<file path="src/rtl/idli_issue_m.sv">
// idli issue sequencer: sync counter, encoding-load select,
// conditional-execution tracking and multi-period stall.
module idli_issue_m #(
  parameter int COND_W  = 8,
  parameter int MULTI_W = 4
) (
  input  logic                    i_is_gck,
  input  logic                    i_is_rst,
  input  logic                    i_is_word_vld,
  input  logic                    i_is_rhs_sqi,
  input  logic [MULTI_W-1:0]      i_is_multi_cnt,
  input  logic                    i_is_cond_wr,
  input  logic [COND_W-1:0]       i_is_cond,
  input  logic [$clog2(COND_W):0] i_is_cond_len,
  input  logic                    i_is_pred,
  input  logic                    i_is_redirect,
  output logic [1:0]              o_is_ctr,
  output logic                    o_is_enc_vld,
  output logic                    o_is_cur_vld,
  output logic                    o_is_exec,
  output logic                    o_is_stall,
  output logic                    o_is_cex_act
);

  localparam int LEN_W = $clog2(COND_W) + 1;

  typedef enum logic {
    RUN,
    MULTI
  } state_t;

  state_t             state_q, state_d;
  logic [1:0]         ctr_q;
  logic               cur_vld_q, cur_vld_d;
  logic               exec_q, exec_d;
  logic [COND_W-1:0]  mask_q, mask_d;
  logic [LEN_W-1:0]   len_q, len_d;
  logic [MULTI_W-1:0] mcnt_q, mcnt_d;

  logic               period;
  logic               commit;
  logic               in_multi;
  logic               exit_multi;
  logic               hold_multi;
  logic               go_multi;
  logic               redir;
  logic               cex_ld;
  logic               enc;
  logic [COND_W-1:0]  eff_mask;
  logic [LEN_W-1:0]   eff_len;

  always_comb begin
    period     = (ctr_q == 2'd3);
    commit     = cur_vld_q && exec_q;
    in_multi   = (state_q == MULTI);
    exit_multi = in_multi && (mcnt_q <= MULTI_W'(1));
    hold_multi = in_multi && !exit_multi;
    // The exit edge of a stall behaves like a normal RUN edge.
    redir      = (!in_multi || exit_multi) && commit
                 && i_is_redirect;
    go_multi   = !in_multi && commit && !redir
                 && (i_is_multi_cnt != '0);
    cex_ld     = !in_multi && commit && !redir
                 && i_is_cond_wr && (i_is_cond_len != '0);
    enc        = period && i_is_word_vld
                 && !(cur_vld_q && i_is_rhs_sqi)
                 && !hold_multi && !go_multi && !redir;
    eff_mask   = cex_ld ? i_is_cond : mask_q;
    eff_len    = cex_ld ? i_is_cond_len : len_q;
  end

  always_comb begin
    state_d   = (go_multi || hold_multi) ? MULTI : RUN;
    cur_vld_d = (go_multi || hold_multi) ? 1'b1 : enc;
    mcnt_d    = mcnt_q;
    exec_d    = exec_q;
    mask_d    = eff_mask;
    len_d     = eff_len;
    if (go_multi) begin
      mcnt_d = i_is_multi_cnt;
    end else if (in_multi) begin
      mcnt_d = mcnt_q - MULTI_W'(1);
    end
    if (redir) begin
      mask_d = '0;
      len_d  = '0;
    end else if (enc) begin
      if (eff_len == '0) begin
        exec_d = 1'b1;
      end else begin
        exec_d = (eff_mask[0] == i_is_pred);
        mask_d = eff_mask >> 1;
        len_d  = eff_len - LEN_W'(1);
      end
    end
  end

  always_ff @(posedge i_is_gck) begin
    if (i_is_rst) begin
      ctr_q     <= 2'd0;
      state_q   <= RUN;
      cur_vld_q <= 1'b0;
      exec_q    <= 1'b0;
      mask_q    <= '0;
      len_q     <= '0;
      mcnt_q    <= '0;
    end else begin
      ctr_q <= ctr_q + 2'd1;
      if (period) begin
        state_q   <= state_d;
        cur_vld_q <= cur_vld_d;
        exec_q    <= exec_d;
        mask_q    <= mask_d;
        len_q     <= len_d;
        mcnt_q    <= mcnt_d;
      end
    end
  end

  assign o_is_ctr     = ctr_q;
  assign o_is_enc_vld = enc;
  assign o_is_cur_vld = cur_vld_q;
  assign o_is_exec    = cur_vld_q && exec_q;
  assign o_is_stall   = in_multi;
  assign o_is_cex_act = (len_q != '0);

endmodule

</file>
<file path="config.mk">
export PLATFORM = sky130hd
export DESIGN_NAME = idli_issue_m
export DESIGN_NICKNAME = d
export VERILOG_FILES = /design/src/rtl/idli_issue_m.sv
export SDC_FILE = /design/constraint.sdc
export NUM_CORES = 1
export LEC_CHECK = 0
export BUFFER_PORTS_ARGS = -buffer_cell sky130_fd_sc_hd__buf_2
export CAP_MARGIN = 20
export CORE_ASPECT_RATIO = 0.6
export CORE_MARGIN = 1
export CORE_UTILIZATION = 48
export DETAILED_ROUTE_END_ITERATION = 10
export PLACE_DENSITY_LB_ADDON = 0.1
export SYNTH_ARGS = -nofsm -noshare
export SYNTH_HDL_FRONTEND = slang
export SYNTH_SLANG_ARGS = --single-unit
</file>
<file path="constraint.sdc">
create_clock -name i_is_gck -period 1.9 [get_ports i_is_gck]
set_clock_uncertainty 0.1 [all_clocks]
set_input_delay 0.095 -clock i_is_gck [delete_from_list [all_inputs] [get_ports i_is_gck]]
set_output_delay 0.095 -clock i_is_gck [all_outputs]
set_load 0.05 [all_outputs]
</file>
==> results of run 1 <==
## path summary, 6_finish.rpt
check                 end  cells past startpoint  slack [ns]
max          o_is_enc_vld                      7       -0.18
min                exec_q                      3        0.07
max reg2reg      len_q[2]                      8       -0.16
min reg2reg   o_is_ctr[0]                      1        0.33
## final cells by class
type | instances | share of cell area
clock buffer | 3 | 0.0223
multi-input combinational | 117 | 0.493
tap | 32 | 0.0216
timing repair inverter | 1 | 0.00473
timing repair buffer | 54 | 0.197
sequential | 21 | 0.238
inverter | 6 | 0.0216
clock inverter | 1 | 0.00270
## what timing repair did
item | CTS | global route
pin swaps | 10 | 6
buffers inserted | 5 | 1
resized for setup | 24 | 7
setup endpoints to repair | 14 | 19
gates cloned | 1 | 0
## worst max-delay path, delay by kind of cell, from the launching register on
| kind | cells | cell delay, ns |
|---|---|---|
| fa+ha+maj | 1 | 0.13 |
| simple gates | 2 | 0.58 |
| compound gates | 1 | 0.25 |
| flops | 1 | 0.37 |
| buf+inv | 3 | 0.30 |
## per-stage QoR
stage | TNS (ns) | util | setup slack [ns]
6_report | -1.65 | 0.734 | -0.183
5_1_grt | -2.41 | 0.734 | -0.226
4_1_cts | -1.28 | 0.719 | -0.157
3_5_place_dp | -1.73 | 0.654 | -0.163
3_3_place_gp | -1.09 | 0.654 | -0.141
2_1_floorplan | -0.528 | - | -0.101
## per-layer routing
metal / share of wire / track usage / wire, microns / up-vias
li1: - / - / - / 677
met1: 0.49 / 0.361 / 1810 / 654
met2: 0.45 / 0.433 / 1660 / 36
met3: 0.040 / 0.0625 / 148 / 6
met4: 0.013 / 0.0939 / 47 / 0
met5: 0 / 0 / 0 / -
## sequential cells by signal, indices dropped and copies added (netlist names)
register and cells:
o_is_stall 1, o_is_ctr 2, mcnt_q 4, exec_q 1, mask_q 8, o_is_cur_vld 1, len_q 4
## cells in the final DEF (no fill, tap or decap), drive strengths merged, types with 2 or more instances in the layout
cell type,instances
o21ai,14
or4,2
clkbuf,3
nor3,3
nand3,9
o211ai,4
nor2b,2
nand2,11
a21oi,7
inv,5
buf,54
a32o,6
dfxtp,21
a211o,2
and2,3
a22o,4
clkinv,3
mux2i,8
ha,3
a21o,3
nand4,2
nor2,13
or3b,2
a211oi,3
## kinds of logic after synthesis
family / after synthesis / synth area share
AND/OR/NAND/NOR: 54 / 0.240
XOR/XNOR: 1 / 0.00677
adder cells (fa/ha/maj): 3 / 0.0290
flip-flops: 21 / 0.325
AO/OA/AOI/OAI: 50 / 0.274
multiplexers: 9 / 0.0735
buffers and inverters: 13 / 0.0522
## where the power goes
| group | total (mW) | internal [mW] | leakage (nW) | switching (mW) |
|---|---|---|---|---|
| clock | 0.299 | 0.146 | 0.0255 | 0.153 |
| sequential | 0.453 | 0.446 | 0.174 | 0.00757 |
| combinational | 0.148 | 0.0633 | 0.541 | 0.0850 |
==> results.json, run 1 <==
{
  "violated_checks": "setup timing",
  "cts.root.buffer_cell": "sky130_fd_sc_hd__clkbuf_8",
  "tritoncts_clock_tree": "done",
  "synth_most_common_cell": "sky130_fd_sc_hd__dfxtp_1",
  "initial_core_util": 0.513,
  "synth_largest_area_cell": "sky130_fd_sc_hd__dfxtp_1",
  "maximum_clock_rate_mhz": 480,
  "first_pass_iters": 5,
  "worst_slew_margin_rel": 0.685,
  "overflow": 0,
  "routed_wire_length_per_instance_microns": 15.6,
  "cts_max_level": 1,
  "finalSetupViolations": 13,
  "critical-path-max-stage-delay_ns": 0.54,
  "detailed_router_s_first_iteration_violation_count": 61,
  "irDropWorstVdd_mv": 0.470,
  "placed_cells_incl_taps": 224,
  "netlist-cell-type-count": 46,
  "hold_viol_final": 0,
  "detail_route.wirelength_microns": 3660,
  "netlist_top_cells_area": "sky130_fd_sc_hd__dfxtp_1, sky130_fd_sc_hd__mux2i_1, sky130_fd_sc_hd__o21ai_0, sky130_fd_sc_hd__a32o_1, sky130_fd_sc_hd__nor2_1",
  "dr_total_vias": 1373,
  "timing.final.ws_setup_ns": -0.183,
  "slew_viol_final": 0,
  "max_cap_viol_count": 0,
  "timing.critical_path.to_type": "output port",
  "placement_row_count": 14,
  "ys_seq_elements": 21,
  "final_cell_count_no_fill": 235,
  "filler_cell_count": 178,
  "timing.critical_path.slowest_stage_cell": "sky130_fd_sc_hd__or4_4",
  "synth_sequential_area_ratio": 0.325,
  "status": "finished with violations",
  "p_per_area_mw_per_mm2": 487,
  "synth_top_cells_by_count": "sky130_fd_sc_hd__dfxtp_1, sky130_fd_sc_hd__o21ai_0, sky130_fd_sc_hd__nor2_1",
  "placedInstanceArea_sq_mm": 0.00165,
  "drc": 0,
  "fin_total_pwr_mw": 0.901,
  "area_used_by_multi_input_combinational_logic_sq_um": 912,
  "layout.nets": 230,
  "cts.sinks": 21,
  "post_synth.cell_area_avg_sq_um": 8.57,
  "final_min_period_over_clock_period": 1.10,
  "die_y_microns": 42.2,
  "cp-start-kind": "flip-flop",
  "core_sq_mm": 0.00252,
  "yosys_warnings": 0,
  "design.die.area_sq_mm": 0.00291,
  "syn_inst": 151,
  "critical_path_class": "flip-flop to output port",
  "finish.instance_area_sq_mm": 0.00185,
  "synth.top_cell.area_share": 0.325,
  "register_area_sq_um": 440,
  "crit_path_required_time_ns": 1.70,
  "worstHoldPathType": "input port to flip-flop",
  "worstHoldStart": "i_is_pred",
  "ys_dominant_reg_cell": "sky130_fd_sc_hd__dfxtp_1",
  "port_buffers": 29,
  "cp_cell_sequence": "inv_4 -> ha_4 -> nor2_2 -> o31a_1 -> or4_4 -> clkinv_8 -> buf_12",
  "hpwl_microns": 2670,
  "initial_antenna_violation_count": 0,
  "grt_pass1_wl_microns": 6290,
  "via_density": 5.84,
  "timing.critical_path.fanout_max": 6,
  "worstReg2RegStart": "mcnt_q[0]",
  "worstSetupStartpoint": "mcnt_q[0]",
  "syn_area_sq_mm": 0.00129,
  "synth-edff-count": 0,
  "pin_count": 30,
  "area.growth.synth_to_final_pct": 43.1,
  "arr_time_crit_path_ns": 1.89,
  "cts_buffers": 3,
  "final_layout_size_suffix_gt1_frac": 0.463,
  "grt_max_degree": 13,
  "max_slew.worst_pin.slew_ns": 0.467,
  "via_count_of_the_first_global_routing_pass": 1383,
  "hold_buffers": 0,
  "unrepaired_setup_endpoints_after_global_routing": "yes",
  "chipWidth_microns": 69.0,
  "n_antenna_cell": 0,
  "cts-root-to-sink-buffers": 2,
  "final.min_clock_period_ns": 2.08,
  "drtAntennaViolNets": 0,
  "gr-usage-all-layers": 0.270,
  "path_clk_slew_ns": 0.08,
  "final.hold.worst_slack_ns": 0.0668,
  "async_reset_ff_frac": 0,
  "post_synthesis_net_count": 177,
  "total_leakage_power_nw": 0.740,
  "clock_insertion_delay_at_the_later_pin_of_the_skew_report_ns": 0.26,
  "gp_routability_congestion": 0.820
}
(Power assumes the default switching activity.)
==> inputs of run 2 (changes only) <==
--- a/config.mk
+++ b/config.mk
@@ -5,11 +5,14 @@
 export SDC_FILE = /design/constraint.sdc
 export NUM_CORES = 1
 export LEC_CHECK = 0
+export ABC_AREA = 1
 export BUFFER_PORTS_ARGS = -buffer_cell sky130_fd_sc_hd__buf_2
 export CAP_MARGIN = 20
+export CELL_PAD_IN_SITES_DETAIL_PLACEMENT = 0
+export CELL_PAD_IN_SITES_GLOBAL_PLACEMENT = 1
 export CORE_ASPECT_RATIO = 0.6
 export CORE_MARGIN = 1
-export CORE_UTILIZATION = 48
+export CORE_UTILIZATION = 34
 export DETAILED_ROUTE_END_ITERATION = 10
 export PLACE_DENSITY_LB_ADDON = 0.1
 export SYNTH_ARGS = -nofsm -noshare
==> run 2 against run 1 <==
  * The run ends with DRC left
  * Fmax up 16%
  * Synthesized cell count up 36%
  * Sequential power about the same
  * Non-clock buffer count down 13
  * Utilization down 27 points
  * Design area down 5.3%
  * First-iteration DRC count down 21%
  * Critical endpoint unchanged
  * Largest cell class unchanged
  * Largest power group unchanged
==> results.json, run 2 <==
{
  "status": "finished with violations",
  "violated_checks": "DRC",
  "syn_area_sq_mm": 0.00137,
  "hold_viol_final": 0,
  "finalSetupViolations": 0,
  "hold-path-cell-count": 3,
  "overflow": 0,
  "placement_row_count": 17,
  "timing.critical_path.fanout_max": 6,
  "worst_r2r_path_depth": 10,
  "critical_path_class": "flip-flop to output port",
  "synth.top_cell.area_share": 0.308,
  "async_reset_ff_frac": 0,
  "design.die.area_sq_mm": 0.00428,
  "initial_core_util": 0.363,
  "n_antenna_cell": 0,
  "timing.final.ws_setup_ns": 0.104,
  "synth_top_cells_by_count": "sky130_fd_sc_hd__nand2_1, sky130_fd_sc_hd__inv_1, sky130_fd_sc_hd__dfxtp_1",
  "layout_commonest_cell": "sky130_fd_sc_hd__nand2_1",
  "tritoncts_clock_tree": "done",
  "slew_viol_final": 0,
  "biggestRegsByFlops": "mask_q (8), len_q (4), mcnt_q (4)",
  "timing.critical_path.to_type": "output port",
  "final.hold.worst_slack_ns": 0.0118,
  "cts_buffers": 3,
  "syn_inst": 205,
  "area.growth.synth_to_final_pct": 28.4,
  "cts.root.buffer_cell": "sky130_fd_sc_hd__clkbuf_8",
  "synth_largest_area_cell": "sky130_fd_sc_hd__dfxtp_1",
  "hold_buffers": 0,
  "worstHoldStart": "i_is_multi_cnt[0]",
  "unrepaired_setup_endpoints_after_global_routing": "no",
  "gp_routability_congestion": 0.736,
  "clock_insertion_delay_at_the_later_pin_of_the_skew_report_ns": 0.27,
  "drc": 1,
  "p_per_area_mw_per_mm2": 495,
  "timing.setup.tns_ns": 0,
  "routed_wire_length_per_instance_microns": 11.8,
  "area_used_by_multi_input_combinational_logic_sq_um": 852,
  "cts-root-to-sink-buffers": 2,
  "largest_register_ffs": 8,
  "worstReg2RegStart": "o_is_ctr[0]",
  "biggest_register": "mask_q",
  "final_layout_size_suffix_gt1_frac": 0.328,
  "final.min_clock_period_ns": 1.80,
  "netlist-cell-type-count": 32,
  "via_count_of_the_first_global_routing_pass": 1183,
  "max_slew.worst_pin.slew_ns": 0.368,
  "port_buffers": 29,
  "worstHoldPathType": "input port to flip-flop",
  "via_density": 4.85,
  "initial_antenna_violation_count": 0,
  "first_pass_iters": 7,
  "final_cell_count_no_fill": 291,
  "synth_sequential_area_ratio": 0.308,
  "whs_endpoint": "mcnt_q[0]",
  "chipWidth_microns": 83.8,
  "detailed_router_s_first_iteration_violation_count": 48,
  "pre_cts_ws_ns": -0.0568,
  "netlist_top_cells_area": "sky130_fd_sc_hd__dfxtp_1, sky130_fd_sc_hd__nand2_1, sky130_fd_sc_hd__a21oi_1, sky130_fd_sc_hd__inv_1, sky130_fd_sc_hd__nand3_1",
  "cp-start-kind": "flip-flop",
  "post_synth.cell_area_avg_sq_um": 6.66,
  "synth_most_common_cell": "sky130_fd_sc_hd__nand2_1",
  "arr_time_crit_path_ns": 1.60,
  "cts_max_level": 1,
  "crit_path_required_time_ns": 1.70,
  "layout.nets": 271,
  "pin_count": 30,
  "register_area_sq_um": 428,
  "grt_pass1_wl_microns": 5530,
  "dr_total_vias": 1411,
  "die_y_microns": 51.1,
  "placed_cells_incl_taps": 282,
  "core_sq_mm": 0.00376,
  "r2r_setup_slack_ns": 0.11,
  "post_synthesis_net_count": 231,
  "total_leakage_power_nw": 0.846,
  "cts.sinks": 21,
  "gr-usage-all-layers": 0.168,
  "synth-edff-count": 0,
  "yosys_warnings": 0,
  "path_clk_slew_ns": 0.08,
  "maximum_clock_rate_mhz": 557,
  "max_cap_viol_count": 0,
  "worst_slew_margin_rel": 0.755,
  "filler_cell_count": 397,
  "ys_dominant_reg_cell": "sky130_fd_sc_hd__dfxtp_1",
  "hpwl_microns": 2560,
  "most_used_cells_in_the_layout_excluding_fill_and_tap_cells": "sky130_fd_sc_hd__nand2_1, sky130_fd_sc_hd__buf_2, sky130_fd_sc_hd__inv_1",
  "detail_route.wirelength_microns": 3430,
  "grt_max_degree": 19,
  "ys_seq_elements": 21,
  "drtAntennaViolNets": 0,
  "irDropWorstVdd_mv": 0.271,
  "final_min_period_over_clock_period": 0.945,
  "worstReg2RegEnd": "len_q[2]"
}
## run 2: cell count changes after synthesis, sizes merged, moves of 6 or more
| cell | change |
|---|---|
| a32o | -6 |
| mux2i | -7 |
| inv | +23 |
| a21oi | +13 |
| nand2 | +46 |
| nand3 | +10 |
## run 2: how the worst max path moves through the flow
stage          cells past startpoint            to    startpoint
2_1_floorplan                     11      len_q[2]  o_is_cur_vld
3_3_place_gp                      10      len_q[0]     mcnt_q[0]
3_5_place_dp                      10      len_q[2]     mcnt_q[0]
4_1_cts                            7  o_is_enc_vld     mcnt_q[0]
5_1_grt                           12     mask_q[4]    o_is_stall
6_report                           7  o_is_enc_vld     mcnt_q[0]
## run 2: layer usage
metal  GRT usage  wire, microns  vias to the layer above
li1            -              -                      749
met1       0.237           1780                      635
met2       0.249           1440                       22
met3      0.0468            171                        5
met4      0.0517             34                        0
met5           0              0                        -
## run 2: area by class of cell
type                       instances  area share
tap                               47      0.0335
clock buffer                       3      0.0236
sequential                        21       0.244
timing repair buffer              41       0.143
multi-input combinational        149       0.486
inverter                          29      0.0671
clock inverter                     1     0.00286
## run 2: critical path, stage by stage (launching register included)
cell and delay (ns):
sky130_fd_sc_hd__dfxtp_2 0.36, sky130_fd_sc_hd__inv_1 0.06, sky130_fd_sc_hd__ha_1 0.23, sky130_fd_sc_hd__o21ai_2 0.15, sky130_fd_sc_hd__nand2_2 0.10, sky130_fd_sc_hd__nand4_4 0.13, sky130_fd_sc_hd__clkinv_4 0.10, sky130_fd_sc_hd__buf_4 0.20
## run 2: what timing repair did
item | in CTS | in global routing
buffers inserted | 4 | 1
pin swaps | 1 | 1
gates resized for setup | 6 | 8
gates cloned | 0 | 0
setup endpoints to repair | 9 | 14
## run 2: metrics by stage
stage	utilization	power, mW	instance area, sq um
finish	0.466	0.868	1750
global route	0.466	0.907	1750
CTS	0.456	0.872	1720
detailed placement	0.426	0.560	1610
global placement	0.426	0.557	1610
floorplan	-	0.517	1390
## run 2: kinds of logic after synthesis
logic type / Yosys count / synth area share
adders and majority gates: 3 / 0.0275
and+or+nand+nor: 104 / 0.387
xor gates and xnor gates: 3 / 0.0193
DFF: 21 / 0.308
muxes: 1 / 0.00733
buffers and inverters: 35 / 0.104
AOI/OAI and AO/OA: 38 / 0.147
## run 2: power breakdown
part           total, mW  leakage (nW)  internal [mW]  switching [mW]
sequential         0.450         0.172          0.446         0.00377
combinational      0.111         0.649         0.0406          0.0700
clock              0.307        0.0255          0.147           0.161
